<file path="src/rtl/sprite_compositor.sv">
// rtl/sprite_compositor.sv - multi-sprite compositor: bouncing sprites over an animated background, 3-cycle pixel pipeline
module sprite_compositor #(
  parameter int NUM_SPRITES = 2,
  parameter int SPRITE_SIZE = 64,
  parameter int H_DISPLAY   = 640,
  parameter int V_DISPLAY   = 480,
  parameter int CB          = 2,
  parameter int STEP        = 1,
  parameter int AW          = 2 * $clog2(SPRITE_SIZE)
) (
  input  logic                          clk,
  input  logic                          rst,
  input  logic                          frame_tick,
  input  logic [9:0]                    hpos,
  input  logic [9:0]                    vpos,
  input  logic                          visible,
  input  logic [2:0]                    bg_mode,
  input  logic [3*CB-1:0]               bg_color,
  input  logic [NUM_SPRITES-1:0]        sprite_en,
  output logic [NUM_SPRITES*AW-1:0]     rom_addr,
  input  logic [NUM_SPRITES*3*CB-1:0]   rom_data,
  output logic [CB-1:0]                 R,
  output logic [CB-1:0]                 G,
  output logic [CB-1:0]                 B,
  output logic [3:0]                    bounce_count
);
  localparam int          LW      = $clog2(SPRITE_SIZE);
  localparam int          SW      = 10 + LW;
  localparam int          PW      = 3 * CB;
  localparam logic [9:0]  X_LIMIT = 10'(H_DISPLAY - SPRITE_SIZE);
  localparam logic [9:0]  Y_LIMIT = 10'(V_DISPLAY - SPRITE_SIZE);
  localparam logic [9:0]  STEP_V  = 10'(STEP);
  localparam logic [9:0]  SIZE_V  = 10'(SPRITE_SIZE);

  logic [9:0]                left_q [NUM_SPRITES];
  logic [9:0]                left_d [NUM_SPRITES];
  logic [9:0]                top_q  [NUM_SPRITES];
  logic [9:0]                top_d  [NUM_SPRITES];
  logic [NUM_SPRITES-1:0]    xdir_q, xdir_d, ydir_q, ydir_d;
  logic [3:0]                bounce_q, bounce_d;
  logic [9:0]                sc_q, sc_d;
  logic [NUM_SPRITES*AW-1:0] addr_q, addr_d;
  logic [NUM_SPRITES-1:0]    hit1_q, hit1_d, hit2_q, hit2_d;
  logic [PW-1:0]             bg1_q, bg1_d, bg2_q, bg2_d;
  logic                      vis1_q, vis1_d, vis2_q, vis2_d;
  logic [PW-1:0]             rgb_q, rgb_d;

  logic [9:0] dx [NUM_SPRITES];
  logic [9:0] dy [NUM_SPRITES];
  logic [9:0] hx, vy;
  logic [3:0] bounces;

  // Channel c takes its MSB from src[5+c]; the remaining bits repeat lsb.
  function automatic logic [PW-1:0] stripes(input logic [9:0] src, input logic lsb);
    logic [PW-1:0] s;
    for (int c = 0; c < 3; c++)
      for (int b = 0; b < CB; b++)
        s[c*CB+b] = (b == CB - 1) ? src[5+c] : lsb;
    return s;
  endfunction

  always_comb begin
    left_d   = left_q;
    top_d    = top_q;
    xdir_d   = xdir_q;
    ydir_d   = ydir_q;
    sc_d     = sc_q;
    bounces  = 4'd0;
    if (frame_tick) begin
      sc_d = sc_q + 10'd1;
      for (int i = 0; i < NUM_SPRITES; i++) begin
        if (xdir_q[i]) begin
          if (left_q[i] + STEP_V >= X_LIMIT) begin
            left_d[i] = X_LIMIT; xdir_d[i] = 1'b0; bounces = bounces + 4'd1;
          end else left_d[i] = left_q[i] + STEP_V;
        end else begin
          if (left_q[i] <= STEP_V) begin
            left_d[i] = 10'd0; xdir_d[i] = 1'b1; bounces = bounces + 4'd1;
          end else left_d[i] = left_q[i] - STEP_V;
        end
        if (ydir_q[i]) begin
          if (top_q[i] + STEP_V >= Y_LIMIT) begin
            top_d[i] = Y_LIMIT; ydir_d[i] = 1'b0; bounces = bounces + 4'd1;
          end else top_d[i] = top_q[i] + STEP_V;
        end else begin
          if (top_q[i] <= STEP_V) begin
            top_d[i] = 10'd0; ydir_d[i] = 1'b1; bounces = bounces + 4'd1;
          end else top_d[i] = top_q[i] - STEP_V;
        end
      end
    end
    bounce_d = bounce_q + bounces;

    // Stage 1: sprite-relative coordinates use the positions before any same-edge motion update.
    for (int i = 0; i < NUM_SPRITES; i++) begin
      dx[i] = hpos - left_q[i];
      dy[i] = vpos - top_q[i];
      hit1_d[i] = sprite_en[i] && (dx[i] < SIZE_V) && (dy[i] < SIZE_V);
      addr_d[i*AW +: AW] = AW'({dy[i], {LW{1'b0}}} + SW'(dx[i]));
    end
    hx = hpos + sc_q;
    vy = vpos + sc_q;
    case (bg_mode)
      3'd0:    bg1_d = bg_color;
      3'd1:    bg1_d = stripes(hpos, vpos[1]);
      3'd2:    bg1_d = stripes(vpos, hpos[1]);
      3'd3:    bg1_d = stripes(hx, vpos[1]);
      3'd4:    bg1_d = stripes(vy, hx[2]);
      3'd5:    bg1_d = {PW{hpos[5] ^ vpos[5]}};
      default: bg1_d = '0;
    endcase
    vis1_d = visible;

    hit2_d = hit1_q;
    bg2_d  = bg1_q;
    vis2_d = vis1_q;

    // Stage 3: scan high to low so the lowest opaque index is the last to claim the pixel.
    rgb_d = bg2_q;
    for (int i = NUM_SPRITES - 1; i >= 0; i--)
      if (hit2_q[i] && (rom_data[i*PW +: PW] != '0))
        rgb_d = rom_data[i*PW +: PW];
    if (!vis2_q) rgb_d = '0;
  end

  always_ff @(posedge clk) begin
    if (rst) begin
      for (int i = 0; i < NUM_SPRITES; i++) begin
        left_q[i] <= 10'(32 + 96 * i);
        top_q[i]  <= 10'(32 + 64 * i);
      end
      xdir_q   <= '1;
      ydir_q   <= '1;
      bounce_q <= 4'd0;
      sc_q     <= 10'd0;
      addr_q   <= '0;
      hit1_q   <= '0;
      hit2_q   <= '0;
      bg1_q    <= '0;
      bg2_q    <= '0;
      vis1_q   <= 1'b0;
      vis2_q   <= 1'b0;
      rgb_q    <= '0;
    end else begin
      left_q   <= left_d;
      top_q    <= top_d;
      xdir_q   <= xdir_d;
      ydir_q   <= ydir_d;
      bounce_q <= bounce_d;
      sc_q     <= sc_d;
      addr_q   <= addr_d;
      hit1_q   <= hit1_d;
      hit2_q   <= hit2_d;
      bg1_q    <= bg1_d;
      bg2_q    <= bg2_d;
      vis1_q   <= vis1_d;
      vis2_q   <= vis2_d;
      rgb_q    <= rgb_d;
    end
  end

  assign rom_addr     = addr_q;
  assign {R, G, B}    = rgb_q;
  assign bounce_count = bounce_q;
endmodule

</file>
<file path="config.mk">
export PLATFORM = sky130hd
export DESIGN_NAME = sprite_compositor
export DESIGN_NICKNAME = d
export VERILOG_FILES = /design/src/rtl/sprite_compositor.sv
export SDC_FILE = /design/constraint.sdc
export NUM_CORES = 1
export LEC_CHECK = 0
export CORE_UTILIZATION = 45
export DETAILED_ROUTE_END_ITERATION = 16
export PLACE_DENSITY_LB_ADDON = 0.3
export SKIP_LAST_GASP = 1
export SYNTH_ARGS = -nofsm -noshare
export SYNTH_HDL_FRONTEND = slang
export SYNTH_SLANG_ARGS = --single-unit
</file>
<file path="constraint.sdc">
create_clock -name clk -period 4.55 [get_ports clk]
set_input_delay 0.91 -clock clk [delete_from_list [all_inputs] [get_ports clk]]
set_output_delay 0.91 -clock clk [all_outputs]
set_load 0.01 [all_outputs]
</file>
# Yosys cells after proc, flatten, opt, wreduce, memory -nomap -nowiden
# Index checks and enable logic that the tools add are counted.
# op_classes
n_reduce_logical	10
magnitude_cmp	12
n_addsub	21
mux	43
n_eq_ne	5
n_bitwise	2
# op_table
op	count
2-to-1 mux 10 bit	12
2-to-1 mux 4 bit	14
adder 10 x 1 -> 10 bit, second input constant	5
less-or-equal comparator 10 x 1 -> 1 bit, second input constant	4
less-than comparator 10 x 7 -> 1 bit, second input constant	4
subtractor 10 x 1 -> 10 bit, second input constant	4
subtractor 10 bit	4
case mux 6 bit (6 select lines)	1
adder 12 x 10 -> 12 bit	2
>= comparator 10 bit, second input constant	2
>= comparator 10 x 9 -> 1 bit, second input constant	2
adder 8 bit	2
2-to-1 mux 1 bit	14
adder 4 x 1 -> 4 bit, second input constant	3
2-to-1 mux 6 bit	2
nonzero test 6 bit	2
== test 3 x 2 -> 1 bit, second input constant	2
== test 3 bit, second input constant	2
logical AND 1 bit	6
adder 4 bit	1
== test 3 x 1 -> 1 bit, second input constant	1
logical NOT 3 bit	1
OR reduction 2 bit	1
inverter 1 bit	1
XOR 1 bit	1
# word_totals
input_bits	47
reg_bits	106

# Depth between registers and ports, before layout
# logic_depth
ltp_word	18
ltp_mapped	22
depth_no_buf	21

# Worst setup path before layout
# No wires, ideal clock.
# synth_timing
path_kind	register to register
from	register left_q[10] (netlist bit)
to	register bounce_q[3], in the netlist bounce_count[3]
path_buffers	1
synth_period_minus_slack_ns	4.649
stages_incl_launch_ff	23
required_time_ns	4.480
t_arrival_ns	4.579
setup_slack_ns	-0.099
path_cell_list	dfxtp_1 > ha_1 > nand3_1 > nor2_1 > nor4_1 > o31ai_1 > nor2_1 > clkbuf_1 > nor2_1 > ha_1 > mux2i_1 > inv_1 > ha_1 > mux2_2 > ha_1 > mux2i_1 > nor2_1 > ha_1 > a21o_1 > a21oi_1 > xnor2_1 > or4_1 > a21oi_1
# synth_between
elab_chain_len	18
# synth_rtl
element	line_no	rtl
from (decl)	35	logic [9:0] left_q [NUM_SPRITES];
from (signal, indexed assignment)	129	left_q[i] <= 10'(32 + 96 * i);
from (signal assigned)	145	left_q <= left_d;
adder 10 x 1 -> 10 bit	73	if (left_q[i] + STEP_V >= X_LIMIT) begin
>= comparator 10 bit	73	
2-to-1 mux 1 bit	73	
2-to-1 mux 4 bit *	72	if (xdir_q[i]) begin
2-to-1 mux 4 bit *	69	if (frame_tick) begin
adder 4 x 1 -> 4 bit	83, 87	
2-to-1 mux 4 bit (on tied branches)	86, 82	
2-to-1 mux 4 bit *	81	if (ydir_q[i]) begin
[... 2 more ...]	-	
2-to-1 mux 4 bit (on tied branches)	77, 73	
2-to-1 mux 4 bit *	72	
2-to-1 mux 4 bit *	69	
adder 4 x 1 -> 4 bit	83, 87	
2-to-1 mux 4 bit (on tied branches)	86, 82	
2-to-1 mux 4 bit *	81	
2-to-1 mux 4 bit *	69	
adder 4 bit *	92	bounce_d = bounce_q + bounces;
to (signal assigned)	149	bounce_q <= bounce_d;
to (decl)	40	logic [3:0] bounce_q, bounce_d;
# Every way passes the cells marked *; elsewhere a longest branch is shown, timed or not. The select of a mux whose other input is x is not followed.
# A chain may end at the register's enable or synchronous reset.

# Final worst setup path
# Ends and elaborated chain as after synthesis.

==> flow_summary.yaml <==
layout:
  layout.nets: 1253
  utilization: 0.561
  drive_above_1_share: 0.111
  fin_area_um2: 9740
  n_antenna_cell: 0
  syn2layout_area_growth_pct: 21.5
  layout.cells.non_filler: 1351
routing:
  vias: 7762
  wire_per_inst_um: 16.2
  routed_via_density: 5.75
  drc_errors: 0
  ant_nets: 0
  firstDrtPassIters: 5
  drt_iter0_drc: 522
  drt-total-wl_mm: 21.8
min_path:
  hp-start: "hit1_q[1]"
  min_path_type: "reg -> reg"
  min_delay_path_depth: 1
  min_to: "hit2_q[1]"
timing:
  slew_headroom: 0.443
  setup-tns-final_ns: 0
  worst_pin_slew_ns: 0.836
  maxSlewViolCount: 0
  fin_skew_ns: 0.0111
  final.min_clock_period_ns: 4.39
  hold_slack_ns: 0.436
  finalWorstSetupSlack_ns: 0.158
  finalHoldViolCount: 0
  setup_viol: 0
  min_period_over_period: 0.965
  fmax_ghz: 0.228
synthesis:
  synth_area_um2: 8020
  synth-compound-area-share: 0.227
  synthAdderAreaFrac: 0.139
  synth_edf_count: 0
  ys_seq_area_frac: 0.260
  syn_nets: 1164
  async_flop_share: 0
  synth_mux_area_frac: 0.0167
  ys_ff_latch: 104
  synth_ff_type: "dfxtp_1"
  synth.distinct_cells: 75
  yosys_warnings: 0
  netlist_instances: 1032
  synth_top_family_by_area: "compound AO/OA/AOI/OAI gates"
  avgSynthCellArea_um2: 7.77
  yosys.area_share.simple: 0.224
  synth_xor_area_frac: 0.0765
critical_path:
  max_stage_delay_ns: 0.49
  reg2reg_slack_ns: 0.16
  crit_type: "reg -> reg"
  critical_path.slowest_cell: "or4_1"
  r2r_start: "left_q[10]"
  cp.arrival_ns: 4.69
  worst_setup_path_start_kind: "register"
  worstSetupEndpointType: "register"
  r2r-end: "bounce_count[3]"
  r2r_cells: 20
  worstPathCellList: "ha_4 > nand3_2 > o31ai_2 > o31ai_2 > nor2_2 > nor2_4 > ha_1 > mux2i_1 > inv_1 > ha_1 > mux2_2 > ha_4 > mux2i_2 > nor2_1 > ha_1 > a21o_1 > a21oi_2 > xnor2_1 > or4_1 > a21oi_2"
  crit_top_cell: "ha_1"
  worstPathMaxFanout: 4
  cp.required_ns: 4.85
run_status:
  outcome: "complete, no violations"
floorplanning:
  boundaryPins: 81
  core_um2: 17400
  dieArea_um2: 18300
  die_x_um: 135
  fp.dieH_um: 135
  fp-row-count: 48
  start_util: 0.462
clock_tree:
  cts_max_level: 3
  cts_buffers: 9
  clk_latency_ns: 0.36
  path_clk_slew_ns: 0.07
  cts_tree: "yes"
  cts-hold-fix-buffers: 0
  root_buffer: "clkbuf_16"
  clock_path_buffers: 2
  clock-sinks: 104
pwr:
  p_leak_nw: 3.87
  finalPower_mw: 2.63
  p_per_area_nw_per_um2: 270
  irDropWorstVdd_mv: 0.186
grt:
  gr-total-overflow: 0
  grt_pass1_wl_mm: 34.8
  grt_usage: 0.238
  antenna_found_initial: 0
  grt_max_degree: 64
  grt_pass1_vias: 7081
flow_run:
  maxCapViolCount: 0
placed_design:
  finalWeightedCongestion: 0.919
  numPortBuffers: 80
  place_hpwl_mm: 16.2
  placed_area_um2: 9160
  place_ws_ns: -0.0327
  place_inst: 1322
-- worst max-delay path, delay by kind of cell (launching register included) --
family                     cells  cell delay (ns)
AOI/OAI and AO/OA              5             0.90
xor gates and xnor gates       1             0.08
adders and majority gates      5             1.26
buffers and inverters          1             0.11
DFF                            1             0.37
muxes                          3             0.67
and+or+nand+nor                5             0.93
-- layout make-up --
cell class | count | area [um2]
clock buffer | 11 | 253
clock inverter | 5 | 78.8
fill | 1596 | 7620
inverter | 69 | 259
multi-input combinational | 809 | 5610
sequential | 104 | 2100
tap | 225 | 282
timing repair buffer | 128 | 1160
-- layout by cell type (no fill, tap or decap), types with 7 or more instances in the layout --
cell type / Yosys / final
ha_1: 78 / 75
o21ai_0: 54 / 54
a21oi_1: 96 / 94
nand3_1: 39 / 37
nand4_1: 13 / 13
o31ai_1: 9 / 7
nor2_1: 100 / 94
a211oi_1: 12 / 12
or4_1: 8 / 7
fa_1: 7 / 7
nor2b_1: 27 / 27
clkdlybuf4s50_1: 0 / 78
buf_4: 0 / 46
a31oi_1: 10 / 9
nand2b_1: 13 / 13
xor2_1: 30 / 30
dfxtp_2: 0 / 10
clkbuf_16: 0 / 9
nor3_1: 35 / 35
dfxtp_1: 104 / 92
a21o_1: 18 / 18
or2_2: 9 / 9
nand2_1: 69 / 69
inv_1: 67 / 66
xnor2_1: 40 / 40
o21a_1: 9 / 9
nor4_1: 14 / 12
mux2i_1: 10 / 9
-- report_power, final --
part           total [mW]  leakage, nW  switching, mW  internal, mW
combinational       0.745         2.85          0.390         0.355
sequential           1.02        0.855         0.0397         0.976
clock               0.872        0.165          0.360         0.512
total                2.63         3.87          0.790          1.84
-- cell usage after synthesis, types with 4 or more instances --
cell,n,area [um2]
a22oi_1,6,45.0
nand3_1,39,195
xor2_1,30,263
o31ai_1,9,67.6
a21o_1,18,135
xnor2_1,40,350
ha_1,78,976
nor3_1,35,175
o211ai_1,5,37.5
inv_1,67,251
nor2b_1,27,169
a211oi_1,12,90.1
nor4_1,14,87.6
o221ai_1,5,43.8
o21ai_0,54,270
a21oi_1,96,480
nand2b_1,13,81.3
buf_2,7,35.0
nor2_1,100,375
a22o_1,5,43.8
and2_1,5,31.3
and3_1,6,37.5
or2_2,9,56.3
dfxtp_1,104,2080
or3_1,6,37.5
a221oi_1,6,52.6
a41oi_1,4,35.0
nand2_1,69,259
or4_1,8,60.1
nand4_1,13,81.3
mux2i_1,10,100
clkbuf_1,40,150
o21a_1,9,67.6
fa_1,7,140
a31oi_1,10,62.6
-- how the worst max path moves through the flow --
| stage | from | end | slack [ns] |
|---|---|---|---|
| 2_1_floorplan | left_q[11] | bounce_count[3] | 0.01 |
| 3_3_place_gp | left_q[11] | bounce_count[3] | 0.14 |
| 3_5_place_dp | left_q[12] | bounce_count[3] | -0.03 |
| 4_1_cts | left_q[11] | bounce_count[3] | 0.001 |
| 5_1_grt | left_q[10] | bounce_count[3] | -0.09 |
| 6_report | left_q[10] | bounce_count[3] | 0.16 |
-- layer usage --
layer  vias up  GRT usage  part of all wire
met5         -          0                 0
li1       3881          -                 -
met1      3608      0.313              0.46
met3        31     0.0490             0.063
met4         0     0.0655             0.018
met2       242      0.392              0.46
-- sequential cells by signal (all words and copies together) (netlist names), 4 cells and up --
signal	cells
bg1_q	6
rgb_q	6
bounce_count	4
left_q	20
bg2_q	6
sc_q	8
top_q	20
rom_addr	24
-- cell families after synthesis --
family,Yosys count
and+or+nand+nor,360
adders and majority gates,85
xor gates and xnor gates,70
muxes,13
AOI/OAI and AO/OA,281
DFF,104
buffers and inverters,119
-- repair_timing --
action,in CTS,in global routing
gates resized for setup,0,40
setup endpoints to repair,1,1
pin swaps,3,12
buffers inserted,8,5
(Power assumes the default switching activity.)
==> edit 1: new RTL, same flow settings <==
`addr_q` no longer has a reset.
--- a/src/rtl/sprite_compositor.sv
+++ b/src/rtl/sprite_compositor.sv
@@ -133,7 +133,6 @@
       ydir_q   <= '1;
       bounce_q <= 4'd0;
       sc_q     <= 10'd0;
-      addr_q   <= '0;
       hit1_q   <= '0;
       hit2_q   <= '0;
       bg1_q    <= '0;
@@ -148,7 +147,6 @@
       ydir_q   <= ydir_d;
       bounce_q <= bounce_d;
       sc_q     <= sc_d;
-      addr_q   <= addr_d;
       hit1_q   <= hit1_d;
       hit2_q   <= hit2_d;
       bg1_q    <= bg1_d;
@@ -159,6 +157,10 @@
     end
   end
 
+  always_ff @(posedge clk) begin
+    addr_q <= addr_d;
+  end
+
   assign rom_addr     = addr_q;
   assign {R, G, B}    = rgb_q;
   assign bounce_count = bounce_q;
Formal check against the unedited RTL: not equivalent (a bounded check fails within 4 cycles, from zero or initial values and one cycle with rst high).
==> edit 1 against the unedited design <==
Non-clock buffer count is 10 lower. Sequential cell count stayed put. Synthesized area is 0.91% higher. Highest routed layer unchanged. Sequential share of layout area is 0.18 points higher. Setup slack better by 0.10 ns. Global-route usage is 0.32 points higher. Routed wire length is 0.60% higher. Total power is 0.68% higher. Fmax is 2.4% higher. Design area is 1.2% lower. Largest power group unchanged. Critical path type unchanged.
==> edit 1: results <==
INSERT INTO impl_metrics (metric_group, metric, value, unit) VALUES
('global_routing', 'first_global_vias', '7165', ''),
('worst_setup_path', 'critical_path.max_stage_delay', '0.39', 'ns'),
('sta', 'tightest_slew', '0.7575', 'ns'),
('detailed_routing', 'avgViaCountPerCell', '5.753', ''),
('run_status', 'status', 'finished clean', ''),
('pwr', 'vdd_ir_drop_max', '0.2628', 'mV'),
('layout', 'drive_above_1_share', '8.699', '%'),
('detailed_routing', 'drtIter0Drc', '532', ''),
('layout', 'combined_area_of_the_multi_input_logic_cells', '5585', 'µm²'),
('worst_setup_path', 'critPathMaxFanout', '6', ''),
('global_routing', 'grt_pass1_wl', '35310', 'µm'),
('detailed_routing', 'drt-total-wl', '21970', 'µm'),
('sta', 'fin_skew', '0.01061', 'ns'),
('place', 'dp_hpwl', '16500', 'µm'),
('worst_setup_path', 'worst-r2r-setup-slack', '0.26', 'ns'),
('place', 'detailed_place.area', '9231', 'µm²'),
('synth', 'post_synth_num_cell_types', '71', ''),
('synth', 'syn-num-nets', '1186', ''),
('place', 'dp_slack', '0.03140', 'ns'),
('place', 'gp_congestion', '0.9179', '');
==> edit 1: changes by cell type after synthesis, moves of 9 or more <==
cell                      change
sky130_fd_sc_hd__xor2_1       -9
sky130_fd_sc_hd__nand2_1     +30
sky130_fd_sc_hd__a21oi_1      -9
sky130_fd_sc_hd__nor3_1       -9
sky130_fd_sc_hd__o21ai_0     +12
sky130_fd_sc_hd__and3_1      +12
==> edit 1: area by class of cell <==
| type | instances | share of cell area (%) |
|---|---|---|
| clock buffers | 9 | 2.341 |
| repair buffers | 118 | 11.19 |
| flip-flops and latches | 104 | 21.76 |
| clock inverters | 7 | 0.7934 |
| well taps | 225 | 2.927 |
| inverters | 75 | 2.927 |
| multi-input cells | 825 | 58.06 |
==> edit 1: timing repair <==
| action | CTS | global route |
|---|---|---|
| resized for setup | 0 | 17 |
| endpoints found under the setup margin | 0 | 1 |
| buffers inserted | 0 | 3 |
==> edit 1: logic make-up (layout without fill, tap and decap cells) <==
family,Yosys count,in the layout,share of synthesized area (%)
compound gates,274,274,21.52
xor+xnor,67,67,7.256
fa+ha+maj,85,85,13.80
buf+inv,125,209,6.033
flops,104,104,25.74
mux,15,15,1.934
simple gates,384,384,23.72
==> edit 1: power by group <==
| group | total [mW] | leakage, nW | switching (mW) | internal [mW] |
|---|---|---|---|---|
| logic | 0.792 | 2.94 | 0.402 | 0.390 |
| clock network | 0.810 | 0.148 | 0.377 | 0.433 |
| registers | 1.05 | 0.856 | 0.0447 | 1.00 |
| total | 2.65 | 3.94 | 0.823 | 1.83 |
==> edit 1: how the worst max path moves through the flow <==
stage	from	slack [ns]	depth (start not counted)	to
finish	left_q[10]$_SDFFE_PP0P_	0.26	21	bounce_count[3]$_SDFF_PP0_
global route	left_q[10]$_SDFFE_PP0P_	-0.02	21	bounce_count[3]$_SDFF_PP0_
CTS	left_q[10]$_SDFFE_PP0P_	0.03	21	bounce_count[3]$_SDFF_PP0_
detailed placement	left_q[10]$_SDFFE_PP0P_	0.03	21	bounce_count[3]$_SDFF_PP0_
global placement	left_q[10]$_SDFFE_PP0P_	0.16	21	bounce_count[3]$_SDFF_PP0_
floorplan	left_q[10]$_SDFFE_PP0P_	0.07	22	bounce_count[3]$_SDFF_PP0_
==> edit 1: metal layers <==
layer / GRT usage, % / routed length [µm]
met1: 32.78 / 10370
met2: 39.11 / 9982
met3: 3.207 / 1196
met4: 7.901 / 422
met5: 0 / 0
==> edit 1: per-stage QoR <==
step | total power [mW] | hold WS [ns] | setup TNS (ns)
floorplan | 1.525 | 0.4138 | 0
global placement | 1.836 | 0.4179 | 0
detailed placement | 1.851 | 0.4261 | 0
CTS | 2.665 | 0.4351 | 0
global route | 2.803 | 0.4488 | -0.02227
finish | 2.651 | 0.4341 | 0
==> edit 2: new RTL, config.mk and constraints unchanged <==
Made on the original files. `V_DISPLAY`: 480 -> 240.
--- a/src/rtl/sprite_compositor.sv
+++ b/src/rtl/sprite_compositor.sv
@@ -3,7 +3,7 @@
   parameter int NUM_SPRITES = 2,
   parameter int SPRITE_SIZE = 64,
   parameter int H_DISPLAY   = 640,
-  parameter int V_DISPLAY   = 480,
+  parameter int V_DISPLAY   = 240,
   parameter int CB          = 2,
   parameter int STEP        = 1,
   parameter int AW          = 2 * $clog2(SPRITE_SIZE)
Behaviour: same outputs for any inputs over 10 cycles, from zero or initial values and one cycle with rst high; that may be too few to reach the edited logic, so the function may still have changed.
==> edit 2 against the unedited design <==
Synthesized area rose by 1.4%. Sequential cell count unchanged. Design area shrank 1.7%. Synthesized cell count grew 2.7%. Routed wire length decreased by 0.41%. Setup slack better by 0.094 ns. Total power grew 2.7%. Sequential share of layout area rose by 0.21 points. Non-clock buffer count fell by 16. Count of clock-buffer cells in the layout fell by 2. Clock power is 6.3% lower. Critical endpoint unchanged. Largest power group unchanged.
==> edit 2: results <==
INSERT INTO impl_metrics (metric_group, metric, value, unit) VALUES
('sta', 'final.setup.worst_slack', '0.2523', 'ns'),
('place', 'gp_congestion', '0.9141', ''),
('sta', 'fin_skew', '0.01404', 'ns'),
('synth', 'sequential_cell_area_fraction_in_the_yosys_report', '25.62', '%'),
('global_routing', 'gr-usage-all-layers', '24.28', '%'),
('sta', 'holdWs', '0.4425', 'ns'),
('global_routing', 'grt_pass1_wl', '35470', 'µm'),
('global_routing', 'first_global_vias', '7116', ''),
('run_status', 'status', 'finished clean', ''),
('sta', 'slew_headroom', '37.43', '%'),
('place', 'dp_hpwl', '16130', 'µm'),
('global_routing', 'maximum_number_of_pins_on_one_net_before_global_route_repair', '85', ''),
('layout', 'filler_cell_count', '1625', ''),
('detailed_routing', 'avgViaCountPerCell', '5.721', ''),
('layout', 'combined_area_of_the_multi_input_logic_cells', '5627', 'µm²'),
('global_routing', 'grt.met3_usage', '4.474', '%'),
('detailed_routing', 'avgRoutedWirePerCell', '15.99', 'µm'),
('layout', 'drive_above_1_share', '7.665', '%'),
('place', 'detailed_place.area', '9198', 'µm²'),
('synth', 'post_synth_main_area_contributors', 'sky130_fd_sc_hd__dfxtp_1 26%, sky130_fd_sc_hd__ha_1 12%, sky130_fd_sc_hd__a21oi_1 5.8%', '');
## edit 2: cells by family after synthesis
family | synth area share, %
fa+ha+maj | 13.73
buf+inv | 5.680
flops | 25.62
xor+xnor | 6.573
simple gates | 23.49
mux | 1.894
compound gates | 23.01
## edit 2: report_power, final
part,internal [mW],switching [mW],total [mW]
combinational,0.403,0.450,0.854
sequential,0.985,0.0490,1.03
clock,0.399,0.418,0.817
total,1.79,0.917,2.70
## edit 2: final cells by class
cell class,instances,share of cell area [%]
Multi-Input combinational cell,842,58.78
Sequential cell,104,21.79
Timing Repair Buffer,112,10.77
Tap cell,225,2.941
Inverter,61,2.392
Clock buffer,9,2.353
Clock inverter,7,0.9803
## edit 2: timing repair
item,CTS,global route
pin swaps,1,2
setup buffers,1,1
resized for setup,2,14
setup endpoints to repair,1,1
## edit 2: final timing paths
check / startpoint / end / depth (start not counted)
worst min-delay path: bg1_q[5]$_SDFF_PP0_ / bg2_q[5]$_SDFF_PP0_ / 1
worst max-delay path: left_q[14]$_SDFFE_PP0P_ / bounce_count[3]$_SDFF_PP0_ / 20
worst min register to register: bg1_q[5]$_SDFF_PP0_ / bg2_q[5]$_SDFF_PP0_ / 1
worst max register to register: left_q[14]$_SDFFE_PP0P_ / bounce_count[3]$_SDFF_PP0_ / 20
## edit 2: worst max-delay path, stage by stage (launching register included)
cell	delay (ns)
sky130_fd_sc_hd__dfxtp_1	0.34
sky130_fd_sc_hd__and3_4	0.22
sky130_fd_sc_hd__and4_4	0.26
sky130_fd_sc_hd__a41oi_2	0.12
sky130_fd_sc_hd__a211oi_2	0.28
sky130_fd_sc_hd__nor2b_1	0.11
sky130_fd_sc_hd__nor2_2	0.20
sky130_fd_sc_hd__ha_1	0.26
sky130_fd_sc_hd__mux2_2	0.29
sky130_fd_sc_hd__ha_1	0.31
sky130_fd_sc_hd__o21ai_2	0.16
sky130_fd_sc_hd__inv_1	0.06
sky130_fd_sc_hd__ha_1	0.28
sky130_fd_sc_hd__nand2_1	0.08
sky130_fd_sc_hd__o22ai_1	0.09
sky130_fd_sc_hd__ha_1	0.28
sky130_fd_sc_hd__a21o_1	0.17
sky130_fd_sc_hd__a21oi_1	0.16
sky130_fd_sc_hd__xnor2_1	0.09
sky130_fd_sc_hd__or3_1	0.30
sky130_fd_sc_hd__a21oi_1	0.14
## edit 2: routing by layer
layer | vias to the layer above | part of all wire [%] | wire length, µm
met5 | - | 0 | 0
met4 | 0 | 1.4 | 308
met3 | 25 | 6.0 | 1306
met2 | 264 | 46 | 9991
met1 | 3567 | 47 | 10140
li1 | 3924 | - | -
